===== config.mk =====
export PLATFORM = sky130hd
export DESIGN_NAME = lsu_stage
export DESIGN_NICKNAME = d
export VERILOG_FILES = /design/src/rtl/lsu_pkg.sv /design/src/rtl/lsu_stage_align.sv /design/src/rtl/lsu_stage.sv
export SDC_FILE = /design/constraint.sdc
export NUM_CORES = 1
export LEC_CHECK = 0
export ABC_AREA = 0
export ABC_CLOCK_PERIOD_IN_PS = 3600
export CORE_MARGIN = 2
export CORE_UTILIZATION = 40
export DETAILED_ROUTE_END_ITERATION = 10
export GPL_ROUTABILITY_DRIVEN = 0
export PLACE_DENSITY = 0.82
export RECOVER_POWER = 25
export SETUP_SLACK_MARGIN = 0.3
export SLEW_MARGIN = 40
export SYNTH_ARGS = -nofsm -noshare
export SYNTH_HDL_FRONTEND = slang
export SYNTH_SLANG_ARGS = --single-unit

===== constraint.sdc =====
create_clock -name clk -period 3.6 [get_ports clk]
set_input_delay 0.36 -clock clk [delete_from_list [all_inputs] [get_ports clk]]
set_output_delay 0.36 -clock clk [all_outputs]
set_load 0.02 [all_outputs]

===== src/rtl/lsu_pkg.sv =====
// ---------------------------------------------------------------------------
// lsu_pkg
// Shared definitions for the load/store stage:
//   - field positions inside the 4-bit mem_op bundle
//   - access size encodings
//   - load/store FSM state type
//   - width of the bus timeout counter
//   - helper that classifies an access as misaligned
// ---------------------------------------------------------------------------
package lsu_pkg;

    // mem_op = {is_mem, store, size[1:0]}
    localparam int MOP_IS_MEM = 3;
    localparam int MOP_STORE  = 2;
    localparam int MOP_SZ_HI  = 1;
    localparam int MOP_SZ_LO  = 0;

    // Access sizes. SZ_BU is a byte access that is always zero-extended
    // on loads, independent of mem_uns.
    localparam logic [1:0] SZ_B  = 2'b00;
    localparam logic [1:0] SZ_H  = 2'b01;
    localparam logic [1:0] SZ_W  = 2'b10;
    localparam logic [1:0] SZ_BU = 2'b11;

    typedef enum logic {
        IDLE = 1'b0,
        WAIT = 1'b1
    } lsu_state_e;

    // TIMEOUT may be as large as 255; the counter only needs to reach
    // TIMEOUT-1, so 8 bits always suffice.
    localparam int TO_CNT_W = 8;

    // Halfwords need an even address, words a multiple of four. Bytes
    // can never be misaligned.
    function automatic logic is_misaligned(input logic [1:0] size,
                                           input logic [1:0] off);
        logic mis;
        mis = 1'b0;
        if (size == SZ_H && off[0]) begin
            mis = 1'b1;
        end
        if (size == SZ_W && off != 2'b00) begin
            mis = 1'b1;
        end
        return mis;
    endfunction

endpackage


===== src/rtl/lsu_stage_align.sv =====
// ---------------------------------------------------------------------------
// lsu_stage_align
// Purely combinational lane formatter for the load/store stage.
//
// Ports:
//   addr_lo_i  byte offset of the access inside its 32-bit word
//   size_i     access size (SZ_B / SZ_H / SZ_W / SZ_BU)
//   uns_i      zero-extend loads when set
//   st_data_i  raw store data (rs2)
//   ld_data_i  raw load word from the data bus
//   be_o       byte enables for the access
//   wdata_o    store data replicated across every lane it could land in
//   ld_ext_o   selected load lane, sign- or zero-extended to 32 bits
// ---------------------------------------------------------------------------
module lsu_stage_align
    import lsu_pkg::*;
(
    input  logic [1:0]  addr_lo_i,
    input  logic [1:0]  size_i,
    input  logic        uns_i,
    input  logic [31:0] st_data_i,
    input  logic [31:0] ld_data_i,
    output logic [3:0]  be_o,
    output logic [31:0] wdata_o,
    output logic [31:0] ld_ext_o
);

    logic [7:0]  lane_b;
    logic [15:0] lane_h;
    logic        zext;

    // Pick the addressed byte / halfword out of the loaded word. Only
    // aligned halfwords reach here, so addr_lo_i[1] alone selects one.
    always_comb begin
        lane_b = ld_data_i[7:0];
        case (addr_lo_i)
            2'd0:    lane_b = ld_data_i[7:0];
            2'd1:    lane_b = ld_data_i[15:8];
            2'd2:    lane_b = ld_data_i[23:16];
            default: lane_b = ld_data_i[31:24];
        endcase
        lane_h = addr_lo_i[1] ? ld_data_i[31:16] : ld_data_i[15:0];
    end

    assign zext = uns_i || (size_i == SZ_BU);

    always_comb begin
        be_o     = 4'b0000;
        wdata_o  = st_data_i;
        ld_ext_o = ld_data_i;
        case (size_i)
            SZ_W: begin
                be_o     = 4'b1111;
                wdata_o  = st_data_i;
                ld_ext_o = ld_data_i;
            end
            SZ_H: begin
                be_o     = 4'b0011 << addr_lo_i;
                wdata_o  = {2{st_data_i[15:0]}};
                ld_ext_o = zext ? {16'h0000, lane_h}
                                : {{16{lane_h[15]}}, lane_h};
            end
            default: begin
                // SZ_B and SZ_BU share lane handling; only extension differs.
                be_o     = 4'b0001 << addr_lo_i;
                wdata_o  = {4{st_data_i[7:0]}};
                ld_ext_o = zext ? {24'h000000, lane_b}
                                : {{24{lane_b[7]}}, lane_b};
            end
        endcase
    end

endmodule


===== src/rtl/lsu_stage.sv =====
// ---------------------------------------------------------------------------
// lsu_stage
// Load/store pipeline stage sitting directly after execute. Non-memory ops
// pass through with one cycle of latency; memory ops perform a single
// data-memory transaction and then retire. Misaligned accesses and bus
// timeouts retire immediately with a flag and no register write.
//
// Ports:
//   clk, rst_n            clock, synchronous active-low reset
//   valid_in              execute presents an op this cycle
//   alu_out               effective address or arithmetic result
//   rs2_data              store data
//   mem_op                {is_mem, store, size[1:0]}
//   mem_uns               zero-extend loads
//   rd_in, reg_we_in      destination register and its write enable
//   stall_out             upstream must hold (transaction outstanding)
//   dmem_req/we/addr/
//   wdata/be              data-memory request side
//   dmem_rdata, dmem_ack  data-memory response side
//   wb_valid/we/rd/data   registered writeback bundle, 1-cycle pulse per op
//   misalign, bus_err     1-cycle flags accompanying wb_valid
//
// Data-memory handshake: dmem_req rises on the edge after an aligned
// memory op is accepted and stays high, with dmem_we/addr/wdata/be frozen,
// until the cycle in which dmem_ack is sampled high (that cycle completes
// the transfer and dmem_rdata is taken then) or until the timeout expires.
// dmem_req falls on the following edge. Acks outside a request are ignored.
// ---------------------------------------------------------------------------
module lsu_stage
    import lsu_pkg::*;
#(
    parameter int WIDTH   = 32,
    parameter int TIMEOUT = 16
) (
    input  logic             clk,
    input  logic             rst_n,
    input  logic             valid_in,
    input  logic [WIDTH-1:0] alu_out,
    input  logic [WIDTH-1:0] rs2_data,
    input  logic [3:0]       mem_op,
    input  logic             mem_uns,
    input  logic [4:0]       rd_in,
    input  logic             reg_we_in,
    output logic             stall_out,
    output logic             dmem_req,
    output logic             dmem_we,
    output logic [WIDTH-1:0] dmem_addr,
    output logic [WIDTH-1:0] dmem_wdata,
    output logic [3:0]       dmem_be,
    input  logic [WIDTH-1:0] dmem_rdata,
    input  logic             dmem_ack,
    output logic             wb_valid,
    output logic             wb_we,
    output logic [4:0]       wb_rd,
    output logic [WIDTH-1:0] wb_data,
    output logic             misalign,
    output logic             bus_err
);

    // ------------------------------------------------------------------
    // State
    // ------------------------------------------------------------------
    lsu_state_e          state_q,    state_d;
    logic [TO_CNT_W-1:0] cnt_q,      cnt_d;

    // Transaction registers, captured when an aligned op is accepted.
    logic [WIDTH-1:0]    addr_q,     addr_d;   // full address; low bits pick the load lane
    logic [WIDTH-1:0]    wdata_q,    wdata_d;
    logic [3:0]          be_q,       be_d;
    logic [4:0]          rd_q,       rd_d;
    logic                reg_we_q,   reg_we_d;
    logic                store_q,    store_d;
    logic [1:0]          size_q,     size_d;
    logic                uns_q,      uns_d;

    // Writeback bundle registers.
    logic                wb_valid_q, wb_valid_d;
    logic                wb_we_q,    wb_we_d;
    logic [4:0]          wb_rd_q,    wb_rd_d;
    logic [WIDTH-1:0]    wb_data_q,  wb_data_d;
    logic                misalign_q, misalign_d;
    logic                bus_err_q,  bus_err_d;

    // ------------------------------------------------------------------
    // Lane formatting. One formatter serves both phases: in IDLE it
    // builds byte enables and store data from the incoming op, in WAIT
    // it extracts the load lane using the captured offset and size.
    // ------------------------------------------------------------------
    logic [1:0]       al_off;
    logic [1:0]       al_size;
    logic             al_uns;
    logic [3:0]       al_be;
    logic [WIDTH-1:0] al_wdata;
    logic [WIDTH-1:0] al_ld;

    always_comb begin
        al_off  = alu_out[1:0];
        al_size = mem_op[MOP_SZ_HI:MOP_SZ_LO];
        al_uns  = mem_uns;
        if (state_q == WAIT) begin
            al_off  = addr_q[1:0];
            al_size = size_q;
            al_uns  = uns_q;
        end
    end

    lsu_stage_align u_align (
        .addr_lo_i (al_off),
        .size_i    (al_size),
        .uns_i     (al_uns),
        .st_data_i (rs2_data),
        .ld_data_i (dmem_rdata),
        .be_o      (al_be),
        .wdata_o   (al_wdata),
        .ld_ext_o  (al_ld)
    );

    // ------------------------------------------------------------------
    // Next-state and writeback logic
    // ------------------------------------------------------------------
    logic timeout_hit;
    assign timeout_hit = (cnt_q == TO_CNT_W'(TIMEOUT - 1));

    always_comb begin
        state_d    = state_q;
        cnt_d      = cnt_q;
        addr_d     = addr_q;
        wdata_d    = wdata_q;
        be_d       = be_q;
        rd_d       = rd_q;
        reg_we_d   = reg_we_q;
        store_d    = store_q;
        size_d     = size_q;
        uns_d      = uns_q;

        // Writeback is a pulse: anything not completing this cycle
        // leaves the bundle at zero.
        wb_valid_d = 1'b0;
        wb_we_d    = 1'b0;
        wb_rd_d    = 5'd0;
        wb_data_d  = '0;
        misalign_d = 1'b0;
        bus_err_d  = 1'b0;

        case (state_q)
            IDLE: begin
                if (valid_in) begin
                    if (!mem_op[MOP_IS_MEM]) begin
                        wb_valid_d = 1'b1;
                        wb_we_d    = reg_we_in;
                        wb_rd_d    = rd_in;
                        wb_data_d  = alu_out;
                    end else if (is_misaligned(mem_op[MOP_SZ_HI:MOP_SZ_LO],
                                               alu_out[1:0])) begin
                        // Retire without touching the bus or the register file.
                        wb_valid_d = 1'b1;
                        wb_rd_d    = rd_in;
                        misalign_d = 1'b1;
                    end else begin
                        state_d  = WAIT;
                        cnt_d    = '0;
                        addr_d   = alu_out;
                        wdata_d  = al_wdata;
                        be_d     = al_be;
                        rd_d     = rd_in;
                        reg_we_d = reg_we_in;
                        store_d  = mem_op[MOP_STORE];
                        size_d   = mem_op[MOP_SZ_HI:MOP_SZ_LO];
                        uns_d    = mem_uns;
                    end
                end
            end

            WAIT: begin
                // An ack arriving in the expiry cycle still completes normally.
                if (dmem_ack) begin
                    state_d    = IDLE;
                    wb_valid_d = 1'b1;
                    wb_rd_d    = rd_q;
                    if (!store_q) begin
                        wb_we_d   = reg_we_q;
                        wb_data_d = al_ld;
                    end
                end else if (timeout_hit) begin
                    state_d    = IDLE;
                    wb_valid_d = 1'b1;
                    wb_rd_d    = rd_q;
                    bus_err_d  = 1'b1;
                end else begin
                    cnt_d = cnt_q + 1'b1;
                end
            end

            default: begin
                state_d = IDLE;
            end
        endcase
    end

    // ------------------------------------------------------------------
    // Registers
    // ------------------------------------------------------------------
    always_ff @(posedge clk) begin
        if (!rst_n) begin
            state_q    <= IDLE;
            cnt_q      <= '0;
            addr_q     <= '0;
            wdata_q    <= '0;
            be_q       <= 4'b0000;
            rd_q       <= 5'd0;
            reg_we_q   <= 1'b0;
            store_q    <= 1'b0;
            size_q     <= SZ_B;
            uns_q      <= 1'b0;
            wb_valid_q <= 1'b0;
            wb_we_q    <= 1'b0;
            wb_rd_q    <= 5'd0;
            wb_data_q  <= '0;
            misalign_q <= 1'b0;
            bus_err_q  <= 1'b0;
        end else begin
            state_q    <= state_d;
            cnt_q      <= cnt_d;
            addr_q     <= addr_d;
            wdata_q    <= wdata_d;
            be_q       <= be_d;
            rd_q       <= rd_d;
            reg_we_q   <= reg_we_d;
            store_q    <= store_d;
            size_q     <= size_d;
            uns_q      <= uns_d;
            wb_valid_q <= wb_valid_d;
            wb_we_q    <= wb_we_d;
            wb_rd_q    <= wb_rd_d;
            wb_data_q  <= wb_data_d;
            misalign_q <= misalign_d;
            bus_err_q  <= bus_err_d;
        end
    end

    // ------------------------------------------------------------------
    // Outputs
    // ------------------------------------------------------------------
    assign stall_out  = (state_q == WAIT);
    assign dmem_req   = (state_q == WAIT);
    assign dmem_we    = (state_q == WAIT) && store_q;
    assign dmem_addr  = {addr_q[WIDTH-1:2], 2'b00};
    assign dmem_wdata = wdata_q;
    assign dmem_be    = be_q;

    assign wb_valid   = wb_valid_q;
    assign wb_we      = wb_we_q;
    assign wb_rd      = wb_rd_q;
    assign wb_data    = wb_data_q;
    assign misalign   = misalign_q;
    assign bus_err    = bus_err_q;

endmodule


==> summary.md, run 1 <==
| Metric | Value |
|---|---|
| Max frequency | `approximately 350 MHz` |
| First drt pass iteration count | `6` |
| IO Port Bufs | `220` |
| Die ar. | `0.0159 sq mm` |
| Maxcap violations | `0` |
| Hold path startpoint | `rst_n` |
| Site Rows | `44` |
| Critical Path End Type | `register` |
| Final Critical Period | `~2.8 ns` |
| Root buffer cell | `clkbuf_16` |
| PwrDens | `approximately 440 mW/mm^2` |
| Synth Warn # | `0` |
| Worst skew pair latency | `~0.42 ns` |
| Worst-path fanout max | `24` |
| Synth Area per Inst | `roughly 9.3 sq um` |
| TNS Setup | `0 ns` |
| Number of top-level pins | `between 200 and 250` |
| Yosys cell types | `51` |
| Setup CP Type | `reg2reg` |
| Relative slew slack | `0.131` |
| Post-synth top flop | `dfxtp_1` |
| R2r startpoint | `dmem_req` |
| Longest Clk Path Bufs | `2` |
| CTS tree | `built` |
| Share of layout cells above drive strength 1 | `0.0821` |
| Tot GR Track Use | `0.236` |
| NumNets Final | `between 900 and 1000` |
| Register area share after synthesis | `0.429` |
| Post-synth EDFFs | `0` |
| GR Overflow Total | `0` |
| Top cells by area, synth | `dfxtp_1 43%, a22o_1 12%, nand2_1 5.2%` |
| Least-Margin Pin Slew | `around 1.3 ns` |
| Hold WC Path Type | `in2reg` |
| Synth area leader | `dfxtp_1` |
| Worst Setup SP | `dmem_req` |
| H-tree depth | `4` |
| HPWL Detailed | `roughly 13000 um` |
| Worst EP required | `a little under 4 ns` |
| Mapped Area | `0.00597 sq mm` |
| Top cell type's share of synthesized area | `0.429` |
| #FFs+latches synth | `around 130` |
| Post-CTS Setup Inserts | `0` |
| Top-count cell post-synth | `dfxtp_1` |
| Remaining DRCs | `0` |
| Fin util | `0.589` |
| Outcome | `completed` |
| Initial Util | `0.411` |
| Final WL | `about 19000 um` |
| Syn-to-layout area delta | `43.4%` |
| Arr. time, crit path | `~3.2 ns` |
| Core Area | `0.0145 sq mm` |
| Clock Pin Slew Worst Setup and Hold Paths | `approximately 0.060 ns` |
| Die Ht | `between 100 and 150 um` |
| RSZ-0062 raised after global routing | `no` |
| Routed via count | `about 5600` |
| First-pass GRT wire length | `~30000 um` |
| CTS Buf Count | `17` |
| CTS sink count | `about 130` |
| Cts repair resizes | `0` |
| DR vias/cell | `between 5 and 6` |
| Top post-synthesis cells by count | `128 x dfxtp_1, 82 x nand2_1, 79 x a22o_1` |
| Final hold vios | `0` |
| Die width | `126 um` |
| Setup-failing EPs final | `0` |
| Wire per inst | `18.9 um` |
| Initial drt markers | `approximately 430` |
| Detail Route Antenna Nets | `0` |
| Hold Buf Count CTS | `0` |
| Cells after Synth | `642` |
| Leakage | `3.34 nW` |
| Final period utilization | `0.792` |
| Post-synth ARST share | `0` |
| Antenna violations before repair | `1` |
| Vias in the first global route | `between 5000 and 6000` |
| Clk_skew | `approximately 0.0090 ns` |
| Pin count of the biggest net entering global routing | `44` |
| Peak supply drop | `0.311 mV` |
| Worst setup SP type | `register` |
| Max-slew violation count | `0` |
## worst max-delay path, stage by stage, from the launching register on
cell,delay [ns]
dfxtp_1,0.51
buf_4,0.27
mux2i_1,0.27
inv_1,0.10
ha_1,0.23
nor4_1,0.47
o221ai_4,0.43
a22o_1,0.36
a21boi_1,0.14
## final timing paths
| path | endpoint | slack, ns | depth (start not counted) |
|---|---|---|---|
| max reg2reg | wb_data[22] | 0.75 | 8 |
| min reg2reg | dmem_wdata[10] | 0.45 | 2 |
| max | wb_data[22] | 0.75 | 8 |
| min | dmem_req | 0.39 | 2 |
## registers in the layout, summed over array words and instances, names as in the netlist, 2 cells and up
name	cells
wb_rd	5
wb_data	32
dmem_wdata	32
rd_q	5
addr_q	32
cnt_q	8
size_q	2
dmem_be	4
## metrics by stage
stage	area (sq um)	setup WS, ns	std cells	total power [mW]	hold WS (ns)
after CTS	8560	0.761	1000	3.83	0.365
after detailed placement	8010	0.681	969	2.22	0.443
final	8560	0.750	1001	3.80	0.388
after global placement	8000	0.699	969	2.21	0.434
after floorplan	5980	0.954	643	1.91	0.441
after global routing	8560	0.487	1001	3.94	0.388
## power breakdown
part	switching [mW]	internal (mW)
clock	0.637	0.976
combinational	0.356	0.315
sequential	0.0322	1.48
total	1.03	2.77
## final cells by class
| type | instances | area [sq um] |
|---|---|---|
| clock inverter | 10 | 88.8 |
| multi-input combinational | 423 | 2910 |
| sequential | 128 | 2560 |
| antenna | 1 | 2.50 |
| clock buffer | 21 | 460 |
| timing repair buffer | 230 | 2300 |
| fill | 1211 | 5970 |
| tap | 184 | 230 |
| inverter | 4 | 15.0 |
## layer usage
metal | global-route usage | wire, um | vias up
met2 | 0.386 | 8980 | 299
met5 | 0 | 0 | -
li1 | - | - | 2637
met4 | 0.0718 | 303 | 0
met3 | 0.0769 | 1700 | 28
met1 | 0.296 | 7950 | 2621
## logic make-up after synthesis
| group | Yosys count | share of synthesized area |
|---|---|---|
| AND/OR/NAND/NOR | 163 | 0.131 |
| XOR/XNOR | 7 | 0.0103 |
| multiplexers | 15 | 0.0293 |
| AO/OA/AOI/OAI | 232 | 0.303 |
| flip-flops | 128 | 0.429 |
| adder cells (fa/ha/maj) | 4 | 0.00838 |
| buffers and inverters | 92 | 0.0886 |
| other | 1 | 0.000628 |
## cell usage in the layout, fill, tap and decap left out, drive strengths merged, types with 21 or more instances in the layout
| master | count |
|---|---|
| clkdlybuf4s50 | 163 |
| dfxtp | 128 |
| nand2 | 82 |
| a22o | 79 |
| dlygate4sd3 | 56 |
| a21boi | 35 |
| o21ai | 23 |
| nand3 | 22 |
| clkbuf | 21 |
(Power assumes the default switching activity.)
==> run 2: changes to the inputs <==
--- a/config.mk
+++ b/config.mk
@@ -6,7 +6,7 @@
 export NUM_CORES = 1
 export LEC_CHECK = 0
 export ABC_AREA = 0
-export ABC_CLOCK_PERIOD_IN_PS = 3600
+export ABC_CLOCK_PERIOD_IN_PS = 3000
 export CORE_MARGIN = 2
 export CORE_UTILIZATION = 40
 export DETAILED_ROUTE_END_ITERATION = 10
==> constraint.sdc (replaced) <==
create_clock -name clk -period 3 [get_ports clk]
set_input_delay 0.3 -clock clk [delete_from_list [all_inputs] [get_ports clk]]
set_output_delay 0.3 -clock clk [all_outputs]
set_load 0.02 [all_outputs]
==> summary.md, run 2 (synthesis results as in run 1) <==
| Metric | Value |
|---|---|
| Routed via count | `5651 (+1.2%)` |
| Root buffer cell | `clkbuf_16` |
| Clk_skew | `0.00677 ns (-0.00220 ns)` |
| Setup-failing EPs final | `0 (unchanged)` |
| Detail Route Antenna Nets | `0 (unchanged)` |
| Remaining DRCs | `0 (unchanged)` |
| Commonest non-fill, non-tap cells in the layout | `164 x clkdlybuf4s50_1, 128 x dfxtp_1, 82 x nand2_1` |
| Pin count of the biggest net entering global routing | `58 (+32%)` |
| Max incr delay on CP | `0.59 ns (+0.08 ns)` |
| Worst path bufs/invs | `1 (-1)` |
| Hold path startpoint | `rst_n` |
| Longest Clk Path Bufs | `2 (unchanged)` |
| RSZ-0062 raised after global routing | `no` |
| IO Port Bufs | `220 (unchanged)` |
| Clock Pin Slew Worst Setup and Hold Paths | `0.06 ns (about the same)` |
| Most common cell after layout, fill and taps aside | `clkdlybuf4s50_1` |
| Final hold vios | `0 (unchanged)` |
| Initial drt markers | `385 (-10%)` |
| Finished Cell Area | `0.00882 sq mm (+3.0%)` |
| Die width | `126 um (unchanged)` |
| Arr. time, crit path | `2.84 ns (-0.36 ns)` |
| Final period utilization | `0.832 (+0.0404)` |
| DR vias/cell | `5.61 (+0.48%)` |
| Wire per inst | `18.9 um (about the same)` |
| TNS Setup | `0 ns (unchanged)` |
| Core Area | `0.0145 sq mm (unchanged)` |
| Final WL | `19100 um (+0.78%)` |
| PwrDens | `588 mW/mm^2 (+33%)` |
| First drt pass iteration count | `5 (-1)` |
| NumNets Final | `926 (+0.76%)` |
| Max frequency | `401 MHz (+14%)` |
| RR Endpoint | `wb_data[25]` |
| Leakage | `3.46 nW (+3.6%)` |
| First-pass GRT wire length | `29800 um (+0.32%)` |
| Relative slew slack | `0.00788 (-0.124)` |
| Final WS setup | `0.504 ns (-0.246 ns)` |
| N_diodes | `0 (-1)` |
| H-tree depth | `4 (unchanged)` |
| GR Overflow Total | `0 (unchanged)` |
| Slowest CP cell | `dfxtp_1` |
| Place WS | `0.330 ns (-0.351 ns)` |
| Share of layout cells above drive strength 1 | `0.0922 (+0.0101)` |
| Worst skew pair latency | `0.42 ns (about the same)` |
| Area post-placement | `0.00806 sq mm (+0.55%)` |
| HPWL Detailed | `13500 um (+0.40%)` |
| Die ar. | `0.0159 sq mm (unchanged)` |
| Worst-path fanout max | `12 (-50%)` |
| WHS Path Cells | `2 (unchanged)` |
| CTS tree | `built` |
| Peak supply drop | `0.443 mV (+42%)` |
| Initial Util | `0.411 (unchanged)` |
| R2r startpoint | `dmem_req` |
| Number of top-level pins | `223 (unchanged)` |
| Fin util | `0.607 (+0.0179)` |
| Crit-path cells | `mux2i_1 -> inv_1 -> ha_1 -> nor4_4 -> o221ai_4 -> a22o_1 -> a21boi_1` |
| CTS sink count | `128 (unchanged)` |
| Syn-to-layout area delta | `47.8%` |
| Setup CP Type | `reg2reg` |
| Outcome | `completed` |
| R2r setup slk | `0.50 ns (-0.25 ns)` |
| Critical Path End Type | `register` |
| Tot GR Track Use | `0.235 (-0.000685)` |
| Worst EP required | `3.35 ns (-0.60 ns)` |
| Least-Margin Pin Slew | `1.49 ns (+0.190 ns)` |
| CTS Buf Count | `17 (unchanged)` |
| Post-CTS Setup Inserts | `0 (unchanged)` |
| Vias in the first global route | `5491 (+2.0%)` |
| Hold Buf Count CTS | `0 (unchanged)` |
| Cts repair resizes | `0 (unchanged)` |
| Hold Crit Endpoint | `dmem_req` |
| Logic depth of the worst register-to-register path | `7 (-1)` |
| CP top delay family | `compound AO/OA/AOI/OAI gates` |
| Hold WC Path Type | `in2reg` |
| Max-slew violation count | `0 (unchanged)` |
| Site Rows | `44 (unchanged)` |
| Worst setup SP type | `register` |
| Maxcap violations | `0 (unchanged)` |
| Die Ht | `126 um (unchanged)` |
| Final Critical Period | `2.50 ns (-0.354 ns)` |
| Antenna violations before repair | `0 (-1)` |
## run 2: changes by cell type in the layout (fill, tap and decap cells not counted), sizes merged
cell           previous run  this run
clkinv                    5         4
o221ai                    9        10
buf                      11        16
bufinv                    1         8
dlygate4sd3              56        55
diode                     1         0
clkbuf                   21        20
clkinvlp                  4         0
clkdlybuf4s50           163       164
inv                       4         5
## run 2: worst max path at each step
stage          startpoint          end  slack (ns)  cells after the start
2_1_floorplan    dmem_req   wb_data[0]        0.35                     10
3_3_place_gp    mem_op[1]  wb_data[16]        0.36                      8
3_5_place_dp    mem_op[1]  wb_data[20]        0.33                      8
4_1_cts          dmem_req  wb_data[25]        0.41                      7
5_1_grt          dmem_req   wb_data[7]        0.33                      6
6_report         dmem_req  wb_data[25]        0.50                      7
## run 2: layout make-up
cell class	count	area, sq um
flip-flops and latches	128	2560
well taps	184	230
multi-input cells	424	2950
clock buffers	19	453
repair buffers	236	2340
inverters	4	15.0
fillers	1221	5710
clock inverters	13	280
## run 2: where the power goes
part	leakage (nW)	internal (mW)	switching (mW)
Clock	0.358	1.77	0.778
Sequential	1.04	1.77	0.0386
Combinational	2.06	0.387	0.435
## run 2: per-layer routing
metal / global-route usage / share of wire / vias to the layer above
met5: 0 / 0 / -
met4: 0.0847 / 0.022 / 0
met3: 0.0709 / 0.084 / 30
met2: 0.388 / 0.47 / 271
met1: 0.291 / 0.42 / 2677
li1: - / - / 2673
## run 2: worst reg2reg max path, delay by kind of cell (launching register included)
kind,cells,cell delay (ns)
fa+ha+maj,1,0.25
compound gates,3,0.76
flops,1,0.59
buf+inv,1,0.10
mux,1,0.31
simple gates,1,0.41
## run 2: per-stage QoR
| step | power [mW] | hold slack, ns | cells |
|---|---|---|---|
| CTS | 5.23 | 0.200 | 1007 |
| finish | 5.19 | 0.210 | 1008 |
| global placement | 2.66 | 0.435 | 975 |
| detailed placement | 2.67 | 0.446 | 975 |
| global route | 5.38 | 0.205 | 1008 |
| floorplan | 2.29 | 0.425 | 643 |
==> run 3: changes to the inputs <==
--- a/config.mk
+++ b/config.mk
@@ -6,12 +6,12 @@
 export NUM_CORES = 1
 export LEC_CHECK = 0
 export ABC_AREA = 0
-export ABC_CLOCK_PERIOD_IN_PS = 3000
+export ABC_CLOCK_PERIOD_IN_PS = 2000
 export CORE_MARGIN = 2
 export CORE_UTILIZATION = 40
 export DETAILED_ROUTE_END_ITERATION = 10
 export GPL_ROUTABILITY_DRIVEN = 0
-export PLACE_DENSITY = 0.82
+export PLACE_DENSITY = 0.85
 export RECOVER_POWER = 25
 export SETUP_SLACK_MARGIN = 0.3
 export SLEW_MARGIN = 40
==> constraint.sdc (replaced) <==
create_clock -name clk -period 2 [get_ports clk]
set_input_delay 0.2 -clock clk [delete_from_list [all_inputs] [get_ports clk]]
set_output_delay 0.2 -clock clk [all_outputs]
set_load 0.02 [all_outputs]
==> summary.md, run 3 (synthesis results as in run 1) <==
| Metric | Value |
|---|---|
| GR Overflow Total | `0 (unchanged)` |
| Site Rows | `44 (unchanged)` |
| Finished Cell Area | `0.0103 sq mm (+16%)` |
| NumNets Final | `1003 (+8.3%)` |
| Worst skew pair latency | `0.43 ns (about the same)` |
| Outcome | `complete, but fails checks` |
| First-pass GRT wire length | `32900 um (+11%)` |
| Routed via count | `6190 (+9.5%)` |
| First drt pass iteration count | `5 (unchanged)` |
| Initial drt markers | `487 (+26%)` |
| Final period utilization | `1.03 (+0.194)` |
| Max-slew violation count | `0 (unchanged)` |
| Max frequency | `487 MHz (+22%)` |
| RSZ-0062 raised after global routing | `yes` |
| Vias in the first global route | `6061 (+10%)` |
| Max incr delay on CP | `0.40 ns (-0.19 ns)` |
| Worst setup SP type | `register` |
| H-tree depth | `4 (unchanged)` |
| Clk_skew | `0.00894 ns (+0.00217 ns)` |
| Final WL | `22300 um (+17%)` |
| Area post-placement | `0.00854 sq mm (+6.0%)` |
| Critical Path End Type | `register` |
| Setup CP Type | `reg2reg` |
| Longest Clk Path Bufs | `2 (unchanged)` |
| PwrDens | `771 mW/mm^2 (+31%)` |
| CTS sink count | `128 (unchanged)` |
| HPWL Detailed | `14000 um (+4.0%)` |
| Die Ht | `126 um (unchanged)` |
| Detail Route Antenna Nets | `0 (unchanged)` |
| Worst EP required | `2.35 ns (-1.00 ns)` |
| N_diodes | `0 (unchanged)` |
| Least-Margin Pin Slew | `0.657 ns (-0.831 ns)` |
| Root buffer cell | `clkbuf_16` |
| Relative slew slack | `0.562 (+0.554)` |
| Maxcap violations | `0 (unchanged)` |
| # placed instances | `1013 (+3.9%)` |
| Core Area | `0.0145 sq mm (unchanged)` |
| Final Non-Filler Cells | `1085 (+7.6%)` |
| Worst-path fanout max | `6 (-6)` |
| Leakage | `4.01 nW (+16%)` |
| CTS tree | `built` |
| Slowest CP cell | `dfxtp_4` |
| Antenna violations before repair | `0 (unchanged)` |
| Setup-failing EPs final | `23 (+23)` |
| Commonest non-fill, non-tap cells in the layout | `176 x clkdlybuf4s50_1, 127 x dfxtp_1, 79 x nand2_1, 79 x a22o_1, 43 x buf_4` |
| Number of top-level pins | `223 (unchanged)` |
| CTS Buf Count | `17 (unchanged)` |
| Die width | `126 um (unchanged)` |
| Wire per inst | `20.6 um (+8.7%)` |
| Die ar. | `0.0159 sq mm (unchanged)` |
| Final WS setup | `-0.0523 ns (-0.556 ns)` |
| Peak supply drop | `0.616 mV (+39%)` |
| Arr. time, crit path | `2.40 ns (-0.44 ns)` |
| Syn-to-layout area delta | `71.7%` |
| Initial Util | `0.411 (unchanged)` |
| Remaining DRCs | `0 (unchanged)` |
| Crit-path cells | `mux2i_4 -> inv_2 -> ha_4 -> nor4_4 -> o221ai_4 -> clkbuf_16 -> a22o_1 -> a21boi_1` |
| DR vias/cell | `5.71 (+1.8%)` |
| Fin util | `0.706 (+0.0985)` |
| Failing checks | `negative setup slack` |
| Share of layout cells above drive strength 1 | `0.238 (+0.145)` |
| Hold Buf Count CTS | `0 (unchanged)` |
| IO Port Bufs | `220 (unchanged)` |
| Final hold vios | `0 (unchanged)` |
| Clock Pin Slew Worst Setup and Hold Paths | `0.06 ns (about the same)` |
| Final Critical Period | `2.05 ns (-0.444 ns)` |
| Tot GR Track Use | `0.263 (+0.0283)` |
| Most common cell after layout, fill and taps aside | `clkdlybuf4s50_1` |
| TNS Setup | `-0.487 ns (-0.487 ns)` |
| Hold WC Path Type | `in2reg` |
| Pin count of the biggest net entering global routing | `43 (-26%)` |
-- run 3: final cells by class --
| type | instances | area, sq um |
|---|---|---|
| multi-input combinational | 423 | 3370 |
| sequential | 128 | 2570 |
| inverter | 4 | 15.0 |
| fill | 1021 | 4280 |
| clock inverter | 12 | 209 |
| timing repair buffer | 314 | 3420 |
| tap | 184 | 230 |
| clock buffer | 20 | 447 |
-- run 3: path summary, 6_finish.rpt --
kind,end,start,slack [ns],cells after the start
worst max-delay path,wb_data[24],dmem_req,-0.05,8
worst min-delay path,cnt_q[2],rst_n,0.26,3
worst max register to register,wb_data[24],dmem_req,-0.05,8
worst min register to register,dmem_wdata[13],dmem_wdata[13],0.45,2
-- run 3: critical path: cells and delay by family, from the launching register on --
kind / cells / cell delay (ns)
simple gates: 1 / 0.25
compound gates: 3 / 0.59
flops: 1 / 0.40
mux: 1 / 0.27
fa+ha+maj: 1 / 0.17
buf+inv: 2 / 0.30
-- run 3: metal layers --
layer	wire length, um	track usage	up-vias
met3	1680	0.0701	62
met4	873	0.114	0
met2	11200	0.456	324
met5	0	0	-
met1	8610	0.306	2968
li1	-	-	2836
-- run 3: through the flow --
step | total power, mW | worst slack (ns) | hold slack, ns
floorplan | 3.54 | -0.174 | 0.325
global placement | 4.15 | -0.220 | 0.437
detailed placement | 4.16 | -0.329 | 0.442
CTS | 7.81 | 0.0188 | 0.228
global route | 8.13 | -0.137 | 0.268
finish | 7.91 | -0.0523 | 0.260
-- run 3: power by group --
part	switching, mW	leakage, nW	internal, mW
Clock	1.22	0.311	2.25
Combinational	0.818	2.65	0.893
Sequential	0.0606	1.04	2.66
-- run 3: repair_timing --
action / CTS / global route
resized for setup: 48 / 66
setup buffers: 19 / 9
cloned: 8 / 4
hold endpoints to repair: 0 / 0
setup endpoints to repair: 116 / 120
pin swaps: 25 / 38
